## src/rtl/inv_rnd_key_gen.sv

```systemverilog
// inv_rnd_key_gen: iterative AES-128 inverse key schedule emitting round keys 10 down to 0
module aes_sbox_reg (
    input  logic       clk,
    input  logic       i_rst,
    input  logic [7:0] i_byte,
    output logic [7:0] o_byte
);
    logic [7:0] r_byte;
    function automatic logic [7:0] gmul(input logic [7:0] a, input logic [7:0] b);
        logic [7:0] p, x;
        p = 8'h00;
        x = a;
        for (int i = 0; i < 8; i++) begin
            p = b[i] ? p ^ x : p;
            x = {x[6:0], 1'b0} ^ (x[7] ? 8'h1b : 8'h00);
        end
        return p;
    endfunction
    function automatic logic [7:0] sbox(input logic [7:0] a);
        logic [7:0] s, r;
        s = a;
        r = 8'h01;
        for (int k = 1; k < 8; k++) begin
            s = gmul(s, s);
            r = gmul(r, s);
        end
        return r ^ {r[6:0], r[7]} ^ {r[5:0], r[7:6]} ^ {r[4:0], r[7:5]} ^ {r[3:0], r[7:4]} ^ 8'h63;
    endfunction
    // substituted byte appears one cycle after its input (multiplicative inverse as a^254, then affine map)
    always_ff @(posedge clk or posedge i_rst)
        if (i_rst) r_byte <= 8'h00;
        else       r_byte <= sbox(i_byte);
    assign o_byte = r_byte;
endmodule

module inv_rnd_key_gen (
    input  logic         clk,
    input  logic         rst,
    input  logic         start,
    input  logic [0:127] lastKey,
    input  logic         keyReady,
    output logic [0:127] keyOut,
    output logic [0:3]   rndIdx,
    output logic         keyValid,
    output logic         busy,
    output logic         done
);
    typedef enum logic [1:0] {IDLE, OUT, SUB, COMB} state_t;
    state_t       r_state, w_next;
    logic [0:127] r_cur;
    logic [0:3]   r_rnd;
    logic         r_done;
    logic [0:31]  w_p0, w_p1, w_p2, w_p3, w_rot, w_sub;
    logic         w_hs;
    function automatic logic [0:7] rcon(input logic [0:3] r);
        case (r)
            4'd1:    rcon = 8'h01;
            4'd2:    rcon = 8'h02;
            4'd3:    rcon = 8'h04;
            4'd4:    rcon = 8'h08;
            4'd5:    rcon = 8'h10;
            4'd6:    rcon = 8'h20;
            4'd7:    rcon = 8'h40;
            4'd8:    rcon = 8'h80;
            4'd9:    rcon = 8'h1b;
            4'd10:   rcon = 8'h36;
            default: rcon = 8'h00;
        endcase
    endfunction
    assign w_p3 = r_cur[96:127] ^ r_cur[64:95];
    assign w_p2 = r_cur[64:95] ^ r_cur[32:63];
    assign w_p1 = r_cur[32:63] ^ r_cur[0:31];
    assign w_rot = {w_p3[8:31], w_p3[0:7]};
    assign w_p0 = r_cur[0:31] ^ w_sub ^ {rcon(r_rnd), 24'h000000};
    assign w_hs = (r_state == OUT) && keyReady;
    for (genvar i = 0; i < 4; i++) begin : g_sbox
        aes_sbox_reg u_sbox (
            .clk    (clk),
            .i_rst  (~rst),
            .i_byte (w_rot[8*i +: 8]),
            .o_byte (w_sub[8*i +: 8])
        );
    end
    // next state: OUT waits for the handshake, SUB waits out the S-box latency, COMB commits the previous key
    always_comb begin
        w_next = r_state;
        case (r_state)
            IDLE:    w_next = start ? OUT : IDLE;
            OUT:     w_next = keyReady ? ((r_rnd == 4'd0) ? IDLE : SUB) : OUT;
            SUB:     w_next = COMB;
            COMB:    w_next = OUT;
            default: w_next = IDLE;
        endcase
    end
    // state, working key, round counter and done pulse
    always_ff @(posedge clk or negedge rst)
        if (!rst) begin
            r_state <= IDLE;
            r_cur   <= '0;
            r_rnd   <= '0;
            r_done  <= 1'b0;
        end else begin
            r_state <= w_next;
            r_done  <= w_hs && (r_rnd == 4'd0);
            if (r_state == IDLE && start) begin
                r_cur <= lastKey;
                r_rnd <= 4'd10;
            end else if (r_state == COMB) begin
                r_cur <= {w_p0, w_p1, w_p2, w_p3};
                r_rnd <= r_rnd - 4'd1;
            end
        end
    assign keyOut   = r_cur;
    assign rndIdx   = r_rnd;
    assign keyValid = (r_state == OUT);
    assign busy     = (r_state != IDLE);
    assign done     = r_done;
endmodule

```

## config.mk

```make
export PLATFORM = sky130hd
export DESIGN_NAME = inv_rnd_key_gen
export DESIGN_NICKNAME = d
export VERILOG_FILES = /design/src/rtl/inv_rnd_key_gen.sv
export SDC_FILE = /design/constraint.sdc
export NUM_CORES = 2
export LEC_CHECK = 0
export CORE_UTILIZATION = 34
export CTS_BUF_LIST = sky130_fd_sc_hd__clkbuf_4
export CTS_CLUSTER_DIAMETER = 80
export DETAILED_ROUTE_END_ITERATION = 10
export GPL_ROUTABILITY_DRIVEN = 0
export SETUP_SLACK_MARGIN = 0.5
export SYNTH_ARGS = -nofsm -noshare
export SYNTH_HDL_FRONTEND = slang
export SYNTH_SLANG_ARGS = --single-unit
```

## constraint.sdc

```tcl
create_clock -name clk -period 17.7 [get_ports clk]
set_input_delay 1.77 -clock clk [delete_from_list [all_inputs] [get_ports clk]]
set_output_delay 1.77 -clock clk [all_outputs]
set_load 0.01 [all_outputs]
```

After elaboration in Yosys (flattened, before gate mapping). Memories as Yosys holds them, arrays and structs flattened. Cells that the tools add are included.

Register bits after elaboration: 167. Bits in read-only memories: 128. Output and inout port bits: 135. Word-level logic and storage cells: 1621. Memories: 1.

Add/sub/neg operators: 1. Eq/ne operators: 3. Muxes and demuxes: 820. Bitwise gates (word level): 781. Reduce and logical (&&, ||, !) cells: 7.

Memory list: (no name shown) (depth 16, width 8, rd ports 1, clocked after Yosys merged registers in 0, write ports 0, RTL line 56) `case (r)`.

Operators with widths (count): bitwise XOR 8 bit (740); two-way mux 8 bit (420); two-way mux 5 bit (368); two-way mux 128 bit (2); bitwise XOR 32 bit (5); bitwise XOR 8 x 5 -> 8 bit (4); two-way mux 7 bit (4); inverter 1 bit (first input constant) (28); two-way mux 4 bit (6); two-way mux 6 bit (4); inverter 4 bit (4); two-way mux 2 bit (6); two-way mux 3 bit (4); case mux 2 bit (4 select lines) (1); two-way mux 1 bit (5); equality test 2 bit (second input constant) (2); zero test 4 bit (1); nonzero test 2 bit (2); subtractor 4 x 1 -> 4 bit (second input constant) (1); logical AND 1 bit (3); equality test 2 x 1 -> 1 bit (second input constant) (1); zero test 2 bit (1).

Longest topological paths before layout.
Word-level depth: 133. Gate-level depth with buffers: 69. Mapped depth without buffers: 57.

Modules after synthesis. From an unflattened synthesis, not the netlist that was laid out.

Cell total of the unflattened synthesis: 9219. Area total of the unflattened synthesis: 70975.6 µm².

By module, submodules not included: aes_sbox_reg (g_sbox[1].u_sbox ...) (instances 3, cells an instance 2126, area each 16075.4 µm²); aes_sbox_reg (g_sbox[0].u_sbox) (instances 1, cells an instance 2049, area each 15497.4 µm²); inv_rnd_key_gen (instances 1, cells an instance 792, area each 7252.0 µm²).

Least setup slack after synthesis. Ideal clock, no wire load.

Path type: reg2reg. From: reg r_cur, in the netlist keyOut[104]. To: reg g_sbox[0].u_sbox.r_byte[5]. Library setup time: 0.136 ns. Data arrival time: 15.937 ns. Data required time: 17.564 ns. Setup slack: 1.628 ns. Stages on the path, launching flop included: 61. Clock period less this slack: 16.072 ns. Cell sequence: dfrtp_1 > xnor2_1 > inv_1 > buf_2 > ha_1 > nand2_1 > xnor2_2 > inv_2 > buf_1 > buf_1 > ha_1 > buf_1 > nand2_1 > xor2_1 > xnor2_1 > inv_1 > clkbuf_1 > ha_1 > (+25 left out) > nor2_2 > xnor3_1 > xnor3_1 > xnor3_1 > xnor3_2 > xnor3_1 > a21oi_1 > xnor3_1 > xnor3_4 > xor2_4 > xnor3_1 > a21oi_1 > xor2_1 > o21ai_2 > xor2_2 > xnor3_1 > xnor3_1 > xnor2_1.

Longest elaborated chain between the ends: 130.

RTL lines: start, declared (RTL line 50) `logic [0:127] r_cur;`; start signal, assigned (RTL line 106) `r_cur <= lastKey;`; start signal, assigned (RTL line 109) `r_cur <= {w_p0, w_p1, w_p2, w_p3};`; bitwise XOR 32 bit * (RTL line 70) `assign w_p3 = r_cur[96:127] ^ r_cur[64:95];`; two-way mux 5 bit or two-way mux 8 bit (tied branches) (RTL line 15, 14); bitwise XOR 8 bit, on equally long branches (RTL line 15, 14); bitwise XOR 8 bit or two-way mux 8 bit (tied branches) (RTL line 14) `p = b[i] ? p ^ x : p;`; two-way mux 8 bit or bitwise XOR 8 bit (tied branches) (RTL line 14); bitwise XOR 8 bit or two-way mux 8 bit (tied branches) (RTL line 14); two-way mux 8 bit or bitwise XOR 8 bit (tied branches) (RTL line 14); bitwise XOR 8 bit or two-way mux 8 bit (tied branches) (RTL line 14); (+112 left out); two-way mux 8 bit (RTL line 14); bitwise XOR 8 bit (RTL line 14); two-way mux 8 bit (RTL line 14); bitwise XOR 8 bit (RTL line 14); two-way mux 8 bit * (RTL line 14); bitwise XOR 8 bit (3 in a row) (RTL line 27) `return r ^ {r[6:0], r[7]} ^ {r[5:0], r[7:6]} ^ {r[4:0], r[7:5]} ^ {r[3:0], r[7:4]} ^ 8'h63;`; bitwise XOR 8 bit * (RTL line 27); inverter 4 bit (no source line) *; end signal, assigned (RTL line 32) `else r_byte <= sbox(i_byte);`; end, declared (RTL line 8) `logic [7:0] r_byte;`.

Every way passes the cells marked *; elsewhere a longest branch is shown, timed or not. A chain may end at the register's enable or synchronous reset.

Worst setup path after layout.
From: reg r_cur, in the netlist keyOut[120]. To: reg g_sbox[2].u_sbox.r_byte[5].

Longest elaborated chain between the ends: 130.

RTL lines (RTL line): bitwise XOR 32 bit * (70); two-way mux 5 bit or two-way mux 8 bit (tied branches) (15, 14); bitwise XOR 8 bit, on equally long branches (15, 14); bitwise XOR 8 bit or two-way mux 8 bit (tied branches) (14); two-way mux 8 bit or bitwise XOR 8 bit (tied branches) (14); bitwise XOR 8 bit or two-way mux 8 bit (tied branches) (14); two-way mux 8 bit or bitwise XOR 8 bit (tied branches) (14); bitwise XOR 8 bit or two-way mux 8 bit (tied branches) (14); (+112 left out); two-way mux 8 bit (14); bitwise XOR 8 bit (14); two-way mux 8 bit (14); bitwise XOR 8 bit (14); two-way mux 8 bit * (14); bitwise XOR 8 bit (3 in a row) (27); bitwise XOR 8 bit * (27); inverter 4 bit (no source line) *; end signal, assigned (32); end, declared (8).

Marks and branches as above.

==> results.md <==
- Root Buffer: clkbuf_4
- Post-synthesis mux area share: 0.0440
- R2R depth: roughly 50
- #FFs+latches synth: about 170
- Post-Syn Nets: 9011
- Vias in the first global route: ~62000
- GR Util met2: 0.363
- Synth warn: 0
- Largest fanout on the critical path: 13
- Met1 global-route usage: 0.277
- GRT Max-Usage Layer: met2
- Core Rows: between 150 and 200
- Syn-to-layout area delta: 12.1%
- Syn Inst Count: slightly below 9000
- Worst R2R End: g_sbox[2].u_sbox.o_byte[5]$_DFF_PN0_
- CTS max path bufs: 2
- Setup ws final: 1.16 ns
- # setup viols final: 0
- Sequential-to-total area share from yosys stat: 0.0616
- WP data arrival: 17.27 ns
- Nets@finish: ~9100
- Total GRT Usage: 0.221
- Ports: around 270
- Synth Area in Compound Gates: 0.180
- Synth Area in XOR/XNOR: 0.457
- CTS clock-pin slew for the worst setup and hold paths: ~0.17 ns
- Fmax: 60.5 MHz
- Port buffer count: roughly 270
- Crit Path Class: flip-flop to flip-flop
- Final Slew Violations: 0
- Area contributors post-synth: xnor2_1 (19%), xnor3_1 (13%), nor2_1 (7.3%), dfrtp_1 (6.2%), xor2_1 (6.0%)
- Outcome: complete, no violations
- Final Hold Fails: 0
- EDFF count, synth: 0
- Routed WL: roughly 230 mm
- First-pass GRT wire length: 363 mm
- Synthesized cell area: 67800 µm²
- Yosys top cell area share: 0.194
- Dpl hpwl: between 150 and 200 mm
- Distinct cells, synth: approximately 130
- HP Class: flip-flop to flip-flop
- Setup_tns: 0 ns
- H-tree depth: 4
- Initial antenna violation count: 4
- DRT antenna net count: 0
- Simple-Gate Fraction of Synth Area: 0.211
- Largest net degree at the start of global routing: around 110
- WP data required: between 15 and 20 ns
- Worst Setup End Kind: flip-flop
- Post-synth top area cell: xnor2_1
- Cts bufs inserted: 17
- Number of max-cap violations: 0
- Drt drc: 0
- Setup WS pre-CTS: 0.209 ns
- Hold Buf Count CTS: 0
- Worst Tran Pin Value: approximately 1.3 ns
- Critical path endpoint: g_sbox[2].u_sbox.o_byte[5]$_DFF_PN0_
- Fill cells: about 20000
- Worst slew margin: 0.108
- Clk sink count: 167
- Largest stage delay, worst path: roughly 0.65 ns
- Post-route clock period utilization: 0.934
- RSZ-0062 raised after global routing: false
- Mapped Avg Cell Area: 7.67 µm²
- Main combinational cell family by area after synthesis: XOR/XNOR gates
- Starting Density: 0.343
- CTS tree: yes
- Setup Skew: 0.0426 ns
- Worst-Skew Late Latency: approximately 0.82 ns
- Worst reg2reg path startpoint: keyOut[120]$_DFFE_PN0P_
- Main synth FF type: dfrtp_1
- Iter 0 DRT Violations: 7073
- Worst R2R Setup Slack: around 1.2 ns
- Met3 GRT Util: 0.0142
- Via density: between 5 and 6
- Die X: approximately 450 µm
- Core Box Area: roughly 200000 µm²
- Period minus WS final: about 17 ns
- Share of flip-flops with an asynchronous set or reset: 1.00
- Gr ovfl total: 0
- Wire per inst: about 20 µm
- CP max-delay cell: a221oi_1
- Adder and majority gate portion of the synthesized area: 0.00627
- DR pass1 iterations: 6
- Die height: 449 µm
- CP Launch Point: keyOut[120]$_DFFE_PN0P_
- Fraction of layout cells with a size suffix above 1: 0.108
- Via count: roughly 66000
- Die area: about 200000 µm²
- CP Launch Type: flip-flop
==> cells in the final DEF (no fill, tap or decap), types with 46 or more instances in the layout <==
cell type / synthesis / routed
a211oi_1: 83 / 79
a31oi_1: 96 / 95
o22ai_1: 111 / 111
buf_4: 20 / 382
or3_1: 61 / 60
o21ai_0: 388 / 386
o211ai_1: 75 / 75
and2_1: 59 / 54
inv_1: 69 / 68
nand2_1: 977 / 974
xnor3_2: 31 / 49
clkdlybuf4s50_1: 0 / 265
nor4_1: 48 / 46
a21oi_1: 434 / 434
nor3_1: 235 / 231
xor2_1: 465 / 444
xnor2_1: 1499 / 1411
nand3_1: 215 / 214
xor2_2: 31 / 48
xnor2_2: 97 / 162
dfrtp_1: 167 / 167
mux2i_1: 224 / 222
mux2_2: 50 / 50
xnor3_1: 401 / 381
nand4_1: 63 / 63
and3_1: 57 / 57
nor2_1: 1310 / 1304
==> logic make-up (layout without fill, tap and decap cells) <==
family,after synthesis,count (layout)
XOR/XNOR,2600,2601
flip-flops,167,167
buffers and inverters,675,780
adder cells (fa/ha/maj),34,34
multiplexers,284,284
AO/OA/AOI/OAI,1828,1828
AND/OR/NAND/NOR,3257,3257
other,0,11
==> layer usage <==
metal  vias to the layer above  part of all wire
met3                       384             0.049
met2                      2438              0.47
met1                     31801              0.41
met4                         0             0.073
li1                      31150                 -
met5                         -                 0
==> worst max-delay path: cells and delay by family (launching register included) <==
kind,cells,cell delay (ns)
XOR/XNOR,16,5.74
AND/OR/NAND/NOR,15,4.20
AO/OA/AOI/OAI,10,3.08
buffers and inverters,5,1.03
multiplexers,3,1.01
adder cells (fa/ha/maj),2,0.86
flip-flops,1,0.47
==> flip-flops by register name, summed over array words and instances, names as in the netlist, named ones only <==
register	flops
keyOut	128
g_sbox.u_sbox.o_byte	32
rndIdx	4
done	1
r_state	1
==> final cells by class <==
type / instances / area, µm² / area share
antenna: 11 / 27.5 / 0.000362
timing repair buffer: 651 / 5590 / 0.0735
sequential: 167 / 4180 / 0.0550
tap: 2640 / 3300 / 0.0435
inverter: 97 / 368 / 0.00484
clock buffer: 17 / 128 / 0.00168
clock inverter: 15 / 136 / 0.00179
multi-input combinational: 8004 / 62300 / 0.819
==> how the worst min path moves through the flow <==
stage,from,endpoint,slack (ns),depth (start not counted)
after detailed placement,keyOut[116]$_DFFE_PN0P_,keyOut[116]$_DFFE_PN0P_,0.55,1
after floorplan,flip-flop,r_state[0]$_DFF_PN0_,0.50,2
after global routing,keyOut[116]$_DFFE_PN0P_,keyOut[116]$_DFFE_PN0P_,0.61,1
final,keyOut[116]$_DFFE_PN0P_,keyOut[116]$_DFFE_PN0P_,0.60,1
after global placement,keyOut[116]$_DFFE_PN0P_,keyOut[116]$_DFFE_PN0P_,0.55,1
after CTS,keyOut[116]$_DFFE_PN0P_,keyOut[116]$_DFFE_PN0P_,0.59,1
==> synth_stat cells (25+ instances only) <==
library cell,number
dfrtp_1,167
xor2_1,465
buf_1,47
clkbuf_1,409
a22oi_1,34
a21o_1,25
nor3_1,235
a211oi_1,83
or3_1,61
xnor2_2,97
nand2b_1,44
o21ai_1,34
or2_2,36
nand2_1,977
o211ai_1,75
a221o_1,41
buf_2,95
nand3_1,215
o221ai_1,26
o22ai_1,111
a21oi_1,434
and2_1,59
inv_1,69
nor2_1,1310
o2111ai_1,28
and3_1,57
nor2b_1,37
a32oi_1,44
nor4_1,48
xnor3_2,31
nand4_1,63
xnor3_1,401
o31ai_1,40
mux2i_1,224
ha_1,34
nor3b_1,25
o21ai_0,388
a31oi_1,96
xnor2_1,1499
xor2_2,31
xor3_1,42
mux2_2,50
==> through the flow <==
step,util,std cells,area (µm²),hold WS (ns)
2_1_floorplan,-,8845,67800,0.501
4_1_cts,0.378,11549,74700,0.594
6_report,0.384,11602,76000,0.595
5_1_grt,0.384,11602,76000,0.613
3_3_place_gp,0.377,11517,74400,0.552
3_5_place_dp,0.377,11517,74400,0.552
==> what timing repair did <==
item / 4_1_cts / 5_1_grt
setup endpoints to repair: 8 / 32
cloned: 0 / 1
setup buffers: 0 / 41
gates resized for setup: 3 / 150
pin swaps: 0 / 18
Power is left out: the tool's default activity adds up to more than one toggle a clock period on the data nets, which glitch-free logic cannot reach.
